$ cat config.mk
export PLATFORM = sky130hd
export DESIGN_NAME = clkgate_req_ctrl
export DESIGN_NICKNAME = d
export VERILOG_FILES = /design/src/rtl/clkgate_pkg.sv /design/src/rtl/clkgate_burst_cnt.sv /design/src/rtl/clkgate_req_ctrl.sv
export SDC_FILE = /design/constraint.sdc
export NUM_CORES = 1
export LEC_CHECK = 0
export ABC_AREA = 1
export BUFFER_PORTS_ARGS = -buffer_cell sky130_fd_sc_hd__buf_2
export CORE_ASPECT_RATIO = 2
export CORE_UTILIZATION = 45
export DETAILED_ROUTE_END_ITERATION = 6
export GPL_ROUTABILITY_DRIVEN = 0
export PLACE_DENSITY_LB_ADDON = 0.25
export REMOVE_ABC_BUFFERS = 1
export SYNTH_ARGS = -nofsm -noshare
export SYNTH_HDL_FRONTEND = slang
export SYNTH_SLANG_ARGS = --single-unit
$ cat constraint.sdc
create_clock -name clk -period 1.7 [get_ports clk]
set_clock_uncertainty 0.1 [all_clocks]
set_input_delay 0.34 -clock clk [delete_from_list [all_inputs] [get_ports clk]]
set_output_delay 0.34 -clock clk [all_outputs]
set_load 0.005 [all_outputs]
$ cat src/rtl/clkgate_pkg.sv
// Shared types and defaults for the clock-gated register-file request controller.
package clkgate_pkg;

    localparam int unsigned DefAw      = 4;
    localparam int unsigned DefDw      = 8;
    localparam int unsigned DefHoldCyc = 2;
    localparam int unsigned HoldCntW   = 4;

    typedef enum logic [2:0] {
        StIdle  = 3'd0,
        StWrite = 3'd1,
        StRead  = 3'd2,
        StDrain = 3'd3,
        StHold  = 3'd4
    } state_e;

endpackage

$ cat src/rtl/clkgate_burst_cnt.sv
// Burst address/beat counter: loads start address and beats-minus-one, steps per beat,
// wraps the address modulo 2^AW and flags the final beat.
module clkgate_burst_cnt
    import clkgate_pkg::*;
#(
    parameter int unsigned AW = DefAw
) (
    input  logic          clk_i,
    input  logic          rst_i,
    input  logic          load_i,
    input  logic [AW-1:0] addr_i,
    input  logic [AW-1:0] len_i,
    input  logic          step_i,
    output logic [AW-1:0] addr_o,
    output logic          last_o
);

    logic [AW-1:0] addr_q, addr_d;
    logic [AW-1:0] left_q, left_d;

    always_comb begin
        addr_d = addr_q;
        left_d = left_q;
        if (load_i) begin
            addr_d = addr_i;
            left_d = len_i;
        end else if (step_i) begin
            // Natural overflow gives the 0xF -> 0x0 wrap.
            addr_d = addr_q + AW'(1);
            left_d = left_q - AW'(1);
        end
    end

    always_ff @(posedge clk_i) begin
        if (rst_i) begin
            addr_q <= '0;
            left_q <= '0;
        end else begin
            addr_q <= addr_d;
            left_q <= left_d;
        end
    end

    assign addr_o = addr_q;
    assign last_o = (left_q == '0);

endmodule

$ cat src/rtl/clkgate_req_ctrl.sv
// Burst request controller driving a clock-gated register file with registered enables.
// Define CLKGATE_REQ_CTRL_HOLD_EN to keep the clock running HOLD_CYC cycles after a burst.
module clkgate_req_ctrl
    import clkgate_pkg::*;
#(
    parameter int unsigned AW       = DefAw,
    parameter int unsigned DW       = DefDw,
    parameter int unsigned HOLD_CYC = DefHoldCyc
) (
    input  logic          clk,
    input  logic          rst,
    input  logic          req_valid,
    output logic          req_ready,
    input  logic          req_wr,
    input  logic [AW-1:0] req_addr,
    input  logic [AW-1:0] req_len,
    input  logic          wdata_valid,
    output logic          wdata_ready,
    input  logic [DW-1:0] wdata,
    output logic          rdata_valid,
    output logic [DW-1:0] rdata,
    output logic          mem_clken,
    output logic          mem_wr_en,
    output logic [AW-1:0] mem_addr,
    output logic [DW-1:0] mem_data,
    input  logic [DW-1:0] mem_q,
    output logic          busy
);

    if (HOLD_CYC < 1 || HOLD_CYC > 15) begin : g_bad_hold_cyc
        $error("HOLD_CYC must lie in 1..15");
    end

`ifdef CLKGATE_REQ_CTRL_HOLD_EN
    localparam state_e BurstEnd = StHold;
    localparam logic [HoldCntW-1:0] HoldLoad = HoldCntW'(HOLD_CYC);
    logic [HoldCntW-1:0] hold_cnt_q, hold_cnt_d;
`else
    localparam state_e BurstEnd = StIdle;
`endif

    state_e        state_q, state_d;
    logic          accept, write_beat, read_beat, beat;
    logic [AW-1:0] cnt_addr;
    logic          cnt_last;

    logic          mem_clken_q, mem_clken_d;
    logic          mem_wr_en_q, mem_wr_en_d;
    logic [AW-1:0] mem_addr_q, mem_addr_d;
    logic [DW-1:0] mem_data_q, mem_data_d;
    logic          mem_rd_q, mem_rd_d;
    logic          rdata_valid_q, rdata_valid_d;
    logic [DW-1:0] rdata_q, rdata_d;

    assign req_ready   = !rst && (state_q == StIdle || state_q == StHold);
    assign wdata_ready = !rst && (state_q == StWrite);
    assign busy        = !rst && (state_q != StIdle);
    assign accept      = req_valid && req_ready;
    assign write_beat  = (state_q == StWrite) && wdata_valid;
    assign read_beat   = (state_q == StRead);
    assign beat        = write_beat || read_beat;

    clkgate_burst_cnt #(
        .AW (AW)
    ) u_burst_cnt (
        .clk_i  (clk),
        .rst_i  (rst),
        .load_i (accept),
        .addr_i (req_addr),
        .len_i  (req_len),
        .step_i (beat),
        .addr_o (cnt_addr),
        .last_o (cnt_last)
    );

    always_comb begin
        state_d = state_q;
`ifdef CLKGATE_REQ_CTRL_HOLD_EN
        hold_cnt_d = hold_cnt_q;
`endif
        unique case (state_q)
            StIdle:  if (accept) state_d = req_wr ? StWrite : StRead;
            StWrite: if (write_beat && cnt_last) state_d = BurstEnd;
            StRead:  if (cnt_last) state_d = StDrain;
            StDrain: state_d = BurstEnd;
`ifdef CLKGATE_REQ_CTRL_HOLD_EN
            StHold: begin
                hold_cnt_d = hold_cnt_q - HoldCntW'(1);
                if (accept) begin
                    state_d = req_wr ? StWrite : StRead;
                end else if (hold_cnt_q == HoldCntW'(1)) begin
                    state_d = StIdle;
                end
            end
`endif
            default: state_d = StIdle;
        endcase
`ifdef CLKGATE_REQ_CTRL_HOLD_EN
        if (state_d == StHold && state_q != StHold) hold_cnt_d = HoldLoad;
`endif
    end

    always_comb begin
        // Keep the clock alive through hold-off and across a restart accepted in HOLD.
        mem_clken_d   = beat || (state_d == StHold) || (state_q == StHold && accept);
        mem_wr_en_d   = write_beat;
        mem_addr_d    = beat ? cnt_addr : mem_addr_q;
        mem_data_d    = write_beat ? wdata : mem_data_q;
        mem_rd_d      = read_beat;
        rdata_valid_d = mem_rd_q;
        rdata_d       = mem_rd_q ? mem_q : rdata_q;
    end

    always_ff @(posedge clk) begin
        if (rst) begin
            state_q       <= StIdle;
            mem_clken_q   <= 1'b0;
            mem_wr_en_q   <= 1'b0;
            mem_addr_q    <= '0;
            mem_data_q    <= '0;
            mem_rd_q      <= 1'b0;
            rdata_valid_q <= 1'b0;
            rdata_q       <= '0;
        end else begin
            state_q       <= state_d;
            mem_clken_q   <= mem_clken_d;
            mem_wr_en_q   <= mem_wr_en_d;
            mem_addr_q    <= mem_addr_d;
            mem_data_q    <= mem_data_d;
            mem_rd_q      <= mem_rd_d;
            rdata_valid_q <= rdata_valid_d;
            rdata_q       <= rdata_d;
        end
    end

`ifdef CLKGATE_REQ_CTRL_HOLD_EN
    always_ff @(posedge clk) begin
        if (rst) hold_cnt_q <= '0;
        else     hold_cnt_q <= hold_cnt_d;
    end
`endif

    assign mem_clken   = mem_clken_q;
    assign mem_wr_en   = mem_wr_en_q;
    assign mem_addr    = mem_addr_q;
    assign mem_data    = mem_data_q;
    assign rdata_valid = rdata_valid_q;
    assign rdata       = rdata_q;

endmodule
==> metrics, run 1 <==
outcome finished, final reports clean; vias in the first global route 1390; Die X roughly 43 um; Pre-antenna DRT Iters 4; final hold viol count 0; initial antenna violation count 0; Syn-to-layout area delta 28.2%; Die H 84.3 um; DRT antenna net count 0; vias post-DR 1484; Avg Cell Area, Syn approximately 7.2 um^2; area of the core 3190 um^2; Max Clock Freq 0.640 GHz; # hold bufs at CTS 0; Starting Density 0.477; critical path data required time 1.26 ns; met2 usage 0.391; CP Capture Type output port; CTS tree done; # setup viols final 0; CTS Buf Count 5; EDFF count, synth 0; fraction of registers with async set/reset 0; H-tree levels 2; Placed Instance Area 1830 um^2; layout cells sized above 1 0.275; sequential area share after synthesis 0.460; DRC viols 0; Core Util, Final 0.612; total power draw roughly 1900 uW; Worst-path clk slew 0.07 ns; peak supply drop 0.000848 V; Syn Inst Count ~210; Clock Tree Buf Depth 2; min Tclk post-route 1.56 ns; routed len/inst ~11 um; die area between 3000 and 4000 um^2; critical path class flip-flop to output port; clk root buf clkbuf_8; pre-CTS setup slack approximately 0.18 ns; M3 GR Usage 0.0516; largest net degree at the start of global routing 19; global-route wire length before repair about 5.7 mm; drt initial violations 21; ys flop type dfxtp_1; max-cap violations 0; Port Buffers 54; RSZ-0062 raised after global routing false; period utilization 0.919; startpoint types flip-flop; Final Net Count between 300 and 400; Synth Register Bits 35; clk_lat worst skew 0.29 ns; Design Area, Final between 1500 and 2000 um^2; Hold Path Class input port to flip-flop; PwrDens approximately 950 nW/um^2; M1 GR Usage 0.188; clk sinks 35; Yosys Warn Count 0; grt total ovfl 0; Detail Placement HPWL approximately 2.6 mm; n_diodes 0; Detailed Route WL roughly 3.4 mm; cell row count 29; GRT busiest layer met2; Ports 55; via/cell ratio ~4.9; Leak between 0.001 and 0.0015 uW; WP data arrival ~1.1 ns; Slew Viols, Final 0; GRT Total Usage 0.200; Fin Setup TNS 0 ns; distinct cell type count after synthesis 23; worst setup margin about 0.14 ns; Mapped Area around 1500 um^2; Worst Path Max Fanout 5
## per-stage QoR
| step | hold slack (ns) | std cells |
|---|---|---|
| 5_1_grt | 0.167 | 304 |
| 3_3_place_gp | 0.355 | 296 |
| 3_5_place_dp | 0.366 | 296 |
| 2_1_floorplan | 0.309 | 206 |
| 6_report | 0.169 | 304 |
| 4_1_cts | 0.167 | 304 |
## final timing paths
check	from	to	slack, ns	cells past startpoint
worst max register to register	state_q[0]$_SDFF_PP0_	u_burst_cnt.addr_o[1]$_SDFFE_PP0P_	0.18	6
worst min-delay path	mem_q[3]	rdata[3]$_SDFFE_PP0P_	0.17	3
worst min register to register	mem_data[2]$_SDFFE_PP0N_	mem_data[2]$_SDFFE_PP0N_	0.38	2
worst max-delay path	state_q[2]$_SDFF_PP0_	wdata_ready	0.14	4
## layout make-up
| type | count | area, um^2 |
|---|---|---|
| Tap cell | 31 | 38.8 |
| Sequential cell | 35 | 701 |
| Timing Repair Buffer | 59 | 308 |
| Fill cell | 331 | 1240 |
| Clock inverter | 2 | 35.0 |
| Clock buffer | 6 | 82.6 |
| Multi-Input combinational cell | 152 | 717 |
| Inverter | 19 | 71.3 |
## flip-flops by register name, summed over array words and instances (netlist names)
register and flops:
mem_data 8, u_burst_cnt.addr_o 4, mem_addr 4, u_burst_cnt.left_q 4, rdata_valid 1, mem_rd_q 1, mem_wr_en 1, mem_clken 1
rdata 8, state_q 3
## timing repair
action,in CTS,in global routing
endpoints found under the setup margin,0,1
resized for setup,0,1
buffers inserted,0,0
## placed cells by master, fill, tap and decap left out, types with 2 or more instances in the layout
| master | netlist | routed |
|---|---|---|
| o21ai_0 | 20 | 20 |
| ha_1 | 2 | 2 |
| clkbuf_8 | 0 | 6 |
| a21oi_1 | 5 | 5 |
| buf_4 | 2 | 5 |
| nand4_1 | 9 | 9 |
| dfxtp_1 | 35 | 35 |
| inv_2 | 2 | 2 |
| nand2_1 | 37 | 36 |
| nor2_1 | 61 | 61 |
| buf_2 | 3 | 54 |
| inv_1 | 16 | 16 |
| nand3_1 | 9 | 9 |
## logic make-up (layout without fill, tap and decap cells)
kind of cell               after synthesis  in the layout  share of synthesized area
AOI/OAI and AO/OA                       26             26                     0.0878
DFF                                     35             35                      0.460
xor gates and xnor gates                 2              2                     0.0115
buffers and inverters                   26             86                     0.0714
adders and majority gates                2              2                     0.0164
other                                    1              1                    0.00246
and+or+nand+nor                        121            121                      0.351
## power breakdown
group	internal, uW	total [uW]	switching [uW]
sequential	847	870	23.0
clock	474	768	294
combinational	95.8	218	122
## per-layer routing
metal	routed length [um]	vias up
met3	151	5
li1	-	790
met4	54	0
met1	1270	653
met5	0	-
met2	1880	36
## cell usage after synthesis, types with 2 or more instances
| cell type | count | area share |
|---|---|---|
| buf_2 | 3 | 0.0098 |
| dfxtp_1 | 35 | 0.46 |
| nand4_1 | 9 | 0.037 |
| nand3_1 | 9 | 0.030 |
| ha_1 | 2 | 0.016 |
| nand2_1 | 37 | 0.091 |
| o21ai_0 | 20 | 0.066 |
| inv_2 | 2 | 0.0049 |
| inv_1 | 16 | 0.039 |
| clkbuf_1 | 2 | 0.0049 |
| buf_4 | 2 | 0.0098 |
| nor2_1 | 61 | 0.15 |
| a21oi_1 | 5 | 0.016 |
## critical path, cell delays in order (launching register included)
cell	delay [ns]
dfxtp_1	0.33
inv_1	0.17
nand3_1	0.12
nor2_1	0.09
buf_2	0.11
No activity file was read; power rests on OpenSTA's default activity.
==> run 2, diff against run 1 <==
--- a/config.mk
+++ b/config.mk
@@ -13,6 +13,7 @@
 export GPL_ROUTABILITY_DRIVEN = 0
 export PLACE_DENSITY_LB_ADDON = 0.25
 export REMOVE_ABC_BUFFERS = 1
+export SETUP_SLACK_MARGIN = 0.15
 export SYNTH_ARGS = -nofsm -noshare
 export SYNTH_HDL_FRONTEND = slang
 export SYNTH_SLANG_ARGS = --single-unit
==> metrics, run 2 (synthesis gave the netlist of run 1 again) <==
outcome finished, final reports clean; Pre-antenna DRT Iters 4 (unchanged); # setup viols final 0 (unchanged); Final Net Count 304 (+0.33%); n_diodes 0 (unchanged); commonest non-fill, non-tap cell in the layout nor2_1; Worst-path clk slew 0.07 ns (about the same); Clock Tree Buf Depth 2 (unchanged); clk sinks 35 (unchanged); RSZ-0062 raised after global routing false; Detailed Route WL 3.40 mm (+1.5%); CTS tree done; vias post-DR 1504 (+1.3%); Slew Viols, Final 0 (unchanged); pre-CTS setup slack 0.178 ns (unchanged); global-route wire length before repair 5.67 mm (+0.23%); largest net degree at the start of global routing 19 (unchanged); Die H 84.3 um (unchanged); startpoint types flip-flop; Port Buffers 54 (unchanged); Leak 0.00105 uW (+1.1%); Syn-to-layout area delta 29.6%; H-tree levels 2 (unchanged); clk_lat worst skew 0.29 ns (about the same); drt initial violations 30 (+43%); CTS Buf Count 5 (unchanged); critical path class flip-flop to output port; DRC viols 0 (unchanged); routed len/inst 11.1 um (+1.1%); WP data arrival 1.02 ns (-0.10 ns); min Tclk post-route 1.46 ns (-0.103 ns); final hold viol count 0 (unchanged); most frequent cells in the layout 61 x nor2_1, 54 x buf_2, 35 x nand2_1; Ports 55 (unchanged); cell row count 29 (unchanged); Worst Path Max Fanout 5 (unchanged); die area 3640 um^2 (unchanged); # hold bufs at CTS 0 (unchanged); layout cells sized above 1 0.299 (+0.0245); DRT antenna net count 0 (unchanged); worst setup margin 0.240 ns (+0.103 ns); total power draw 1860 uW (+0.20%); area of the core 3190 um^2 (unchanged); via/cell ratio 4.93 (+1.0%); peak supply drop 0.000851 V (+0.36%); Max Clock Freq 0.685 GHz (+7.0%); Detail Placement HPWL 2.57 mm (unchanged); max-cap violations 0 (unchanged); initial antenna violation count 0 (unchanged); grt total ovfl 0 (unchanged); Die X 43.2 um (unchanged); PwrDens 942 nW/um^2 (-0.88%); WHS 0.170 ns (+0.000847 ns); clk root buf clkbuf_8; GRT Total Usage 0.201 (+0.000422); vias in the first global route 1391 (+0.072%); Starting Density 0.477 (unchanged); Fin Setup TNS 0 ns (unchanged); period utilization 0.859 (-0.0604); Hold Path Class input port to flip-flop; CP Capture Type output port; critical path data required time 1.26 ns (about the same)
## run 2: cell types whose count changed in the layout (fill, tap and decap cells not counted)
| cell | change |
|---|---|
| nand2_2 | +1 |
| dfxtp_2 | +3 |
| dfxtp_1 | -3 |
| nand3_1 | -1 |
| inv_1 | -1 |
| nand2_1 | -1 |
| buf_4 | +1 |
| inv_4 | +1 |
| nand3_2 | +1 |
## run 2: path summary, 6_finish.rpt
kind | from | endpoint | slack, ns | depth (start not counted)
setup / recovery | state_q[0]$_SDFF_PP0_ | wdata_ready | 0.24 | 3
hold / removal | mem_q[3] | rdata[3]$_SDFFE_PP0P_ | 0.17 | 3
setup reg to reg | state_q[1]$_SDFF_PP0_ | mem_addr[1]$_SDFFE_PP0P_ | 0.34 | 7
hold reg to reg | mem_data[2]$_SDFFE_PP0N_ | mem_data[2]$_SDFFE_PP0N_ | 0.38 | 2
## run 2: through the flow
| stage | util | instances | instance area, um^2 |
|---|---|---|---|
| CTS | 0.612 | 304 | 1950 |
| global route | 0.618 | 305 | 1970 |
| finish | 0.618 | 305 | 1970 |
| global placement | 0.574 | 296 | 1830 |
| floorplan | - | 206 | 1490 |
| detailed placement | 0.574 | 296 | 1830 |
## run 2: power breakdown
part / switching, uW / internal [uW]
clock network: 293 / 474
registers: 23.7 / 848
logic: 123 / 98.0
## run 2: what timing repair did
action | in CTS | in global routing
resized for setup | 3 | 5
setup endpoints to repair | 3 | 12
buffers inserted | 0 | 1
## run 2: area by class of cell
type	count	area, um^2
clock inverter	2	35.0
multi-input combinational	152	724
timing repair buffer	60	315
inverter	19	73.8
fill	327	1220
sequential	35	704
tap	31	38.8
clock buffer	6	82.6
## run 2: layer usage
metal	GRT usage	vias to the layer above	share of wire
met5	0	-	0
met4	0.0661	0	0.016
met3	0.0516	5	0.049
met2	0.391	42	0.56
met1	0.189	665	0.38
li1	-	792	-
## run 2: worst max-delay path: stages, from the launching register on
cell,delay [ns]
dfxtp_2,0.41
nand3_1,0.11
nor2_1,0.09
buf_2,0.11
==> run 3, diff against run 2 <==
--- a/config.mk
+++ b/config.mk
@@ -12,7 +12,6 @@
 export DETAILED_ROUTE_END_ITERATION = 6
 export GPL_ROUTABILITY_DRIVEN = 0
 export PLACE_DENSITY_LB_ADDON = 0.25
-export REMOVE_ABC_BUFFERS = 1
 export SETUP_SLACK_MARGIN = 0.15
 export SYNTH_ARGS = -nofsm -noshare
 export SYNTH_HDL_FRONTEND = slang
==> metrics, run 3 (synthesis gave the netlist of run 1 again) <==
RR Endpoint u_burst_cnt.addr_o[3]$_SDFFE_PP0P_; Post-CTS Repair Setup Buffers 0 (unchanged); Syn Nets 244; Post-CTS Resized 2 (-1); Pre-antenna DRT Iters 4 (unchanged); Core Util, Final 0.609 (-0.00980); placed cells 295 (-0.34%); Psw 442 uW (+0.43%); combinational share of power 0.119 (about the same); startpoint types flip-flop; Worst Path Max Fanout 3 (-2); Detailed Route WL 3.34 mm (-1.7%); Syn-to-layout area delta 27.5%; clk_lat worst skew 0.28 ns (about the same); # setup viols final 0 (unchanged); Largest stage delay, worst path 0.42 ns (about the same); Worst R2R Start state_q[1]$_SDFF_PP0_; global-route wire length before repair 5.76 mm (+1.6%); Placed Instance Area 1830 um^2 (-0.41%); Top Layer Used met4; Max Clock Freq 0.674 GHz (-1.5%); CTS Buf Count 5 (unchanged); PwrDens 937 nW/um^2 (-0.58%); metal2 WL 1.78 mm (-6.5%); Slew Viols, Final 0 (unchanged); H-tree levels 2 (unchanged); critical path class flip-flop to output port; RSZ-0062 raised after global routing true; Worst-path clk slew 0.07 ns (about the same); Die X 43.2 um (unchanged); peak supply drop 0.000665 V (-22%); die area 3640 um^2 (unchanged); Hold Path Class input port to flip-flop; Final Net Count 302 (-0.66%); Port Buffers 54 (unchanged); crit-path cells inv_2 > nand3_1 > nor2_1 > buf_2; commonest non-fill, non-tap cell in the layout nor2_1; clk sinks 35 (unchanged); layout cells sized above 1 0.283 (-0.0162); final hold viol count 0 (unchanged); largest net degree at the start of global routing 29 (+10); WP data arrival 1.04 ns (+0.02 ns); CTS tree done; CP max-delay cell dfxtp_1; routed len/inst 11.0 um (-1.1%); period utilization 0.872 (+0.0134); vias in the first global route 1353 (-2.7%); DRC viols 0 (unchanged); Flop pwr share 0.478 (+0.009); Leak 0.00103 uW (-1.9%); path depth of the worst reg2reg path 7 (unchanged); area of the core 3190 um^2 (unchanged); Fin Setup TNS 0 ns (unchanged); drt initial violations 28 (-6.7%); initial antenna violation count 0 (unchanged); Clock Power Share 0.403 (-0.010); Ports 55 (unchanged); Cell Int Power 1380 uW (-3.0%); max-cap violations 0 (unchanged); GRT Total Usage 0.203 (+0.00220); hold path endpoint rdata[2]$_SDFFE_PP0P_; DRT antenna net count 0 (unchanged); min Tclk post-route 1.48 ns (+0.0228 ns); fin cells 303 (-0.66%); vias post-DR 1498 (-0.40%); DRT met1 WL 1.33 mm (+4.1%); outcome finished, final reports clean; grt total ovfl 0 (unchanged); cell row count 29 (unchanged); Clock Tree Buf Depth 2 (unchanged); Die H 84.3 um (unchanged); Starting Density 0.477 (unchanged); critical path data required time 1.26 ns (about the same); met3 wire length 136 um (-19%); Sw Share 0.243 (+0.00626); most frequent cells in the layout 61 x nor2_1, 54 x buf_2, 36 x nand2_1; clk root buf clkbuf_8; r2r setup slk 0.25 ns (-0.09 ns); hold_sp mem_q[2]; CP Capture Type output port; total power draw 1820 uW (-2.2%); n_diodes 0 (unchanged); worst hold path depth 3 (unchanged); Design Area, Final 1940 um^2 (-1.6%); via/cell ratio 4.94 (+0.26%); # hold bufs at CTS 0 (unchanged); Detail Placement HPWL 2.45 mm (-4.6%)
## run 3: cell type report
| type | instances | area, um^2 |
|---|---|---|
| Clock buffer | 5 | 68.8 |
| Clock inverter | 3 | 43.8 |
| Fill cell | 311 | 1250 |
| Inverter | 19 | 71.3 |
| Multi-Input combinational cell | 152 | 717 |
| Sequential cell | 35 | 703 |
| Tap cell | 31 | 38.8 |
| Timing Repair Buffer | 58 | 300 |
## run 3: power by group through the flow
stage               clock [uW]  sequential, uW  combinational [uW]
finish                     733             871                 217
detailed placement           0             889                 216
global route               797             874                 251
floorplan                    0             885                 145
global placement             0             888                 215
CTS                        753             870                 218
## run 3: worst max-delay path: cells and delay by family, from the launching register on
kind,cells,cell delay (ns)
simple gates,2,0.13
buf+inv,2,0.20
flops,1,0.42
## run 3: metrics by stage
| step | setup slack (ns) | hold slack, ns |
|---|---|---|
| after floorplan | 0.487 | 0.370 |
| after global placement | 0.211 | 0.356 |
| after detailed placement | 0.211 | 0.367 |
| after CTS | 0.178 | 0.169 |
| after global routing | 0.119 | 0.179 |
| final | 0.217 | 0.177 |
## run 3: how the worst max path moves through the flow
stage / startpoint / endpoint / slack, ns
final: state_q[1]$_SDFF_PP0_ / wdata_ready / 0.22
after global routing: state_q[2]$_SDFF_PP0_ / wdata_ready / 0.12
after CTS: state_q[2]$_SDFF_PP0_ / wdata_ready / 0.18
after detailed placement: state_q[2]$_SDFF_PP0_ / mem_addr[1]$_SDFFE_PP0P_ / 0.21
after global placement: state_q[2]$_SDFF_PP0_ / mem_addr[3]$_SDFFE_PP0P_ / 0.21
after floorplan: state_q[0]$_SDFF_PP0_ / u_burst_cnt.addr_o[1]$_SDFFE_PP0P_ / 0.49
## run 3: routing by layer
| layer | vias up | GRT usage |
|---|---|---|
| met5 | - | 0 |
| met4 | 0 | 0.0992 |
| met3 | 10 | 0.0409 |
| met2 | 41 | 0.361 |
| met1 | 652 | 0.216 |
| li1 | 795 | - |
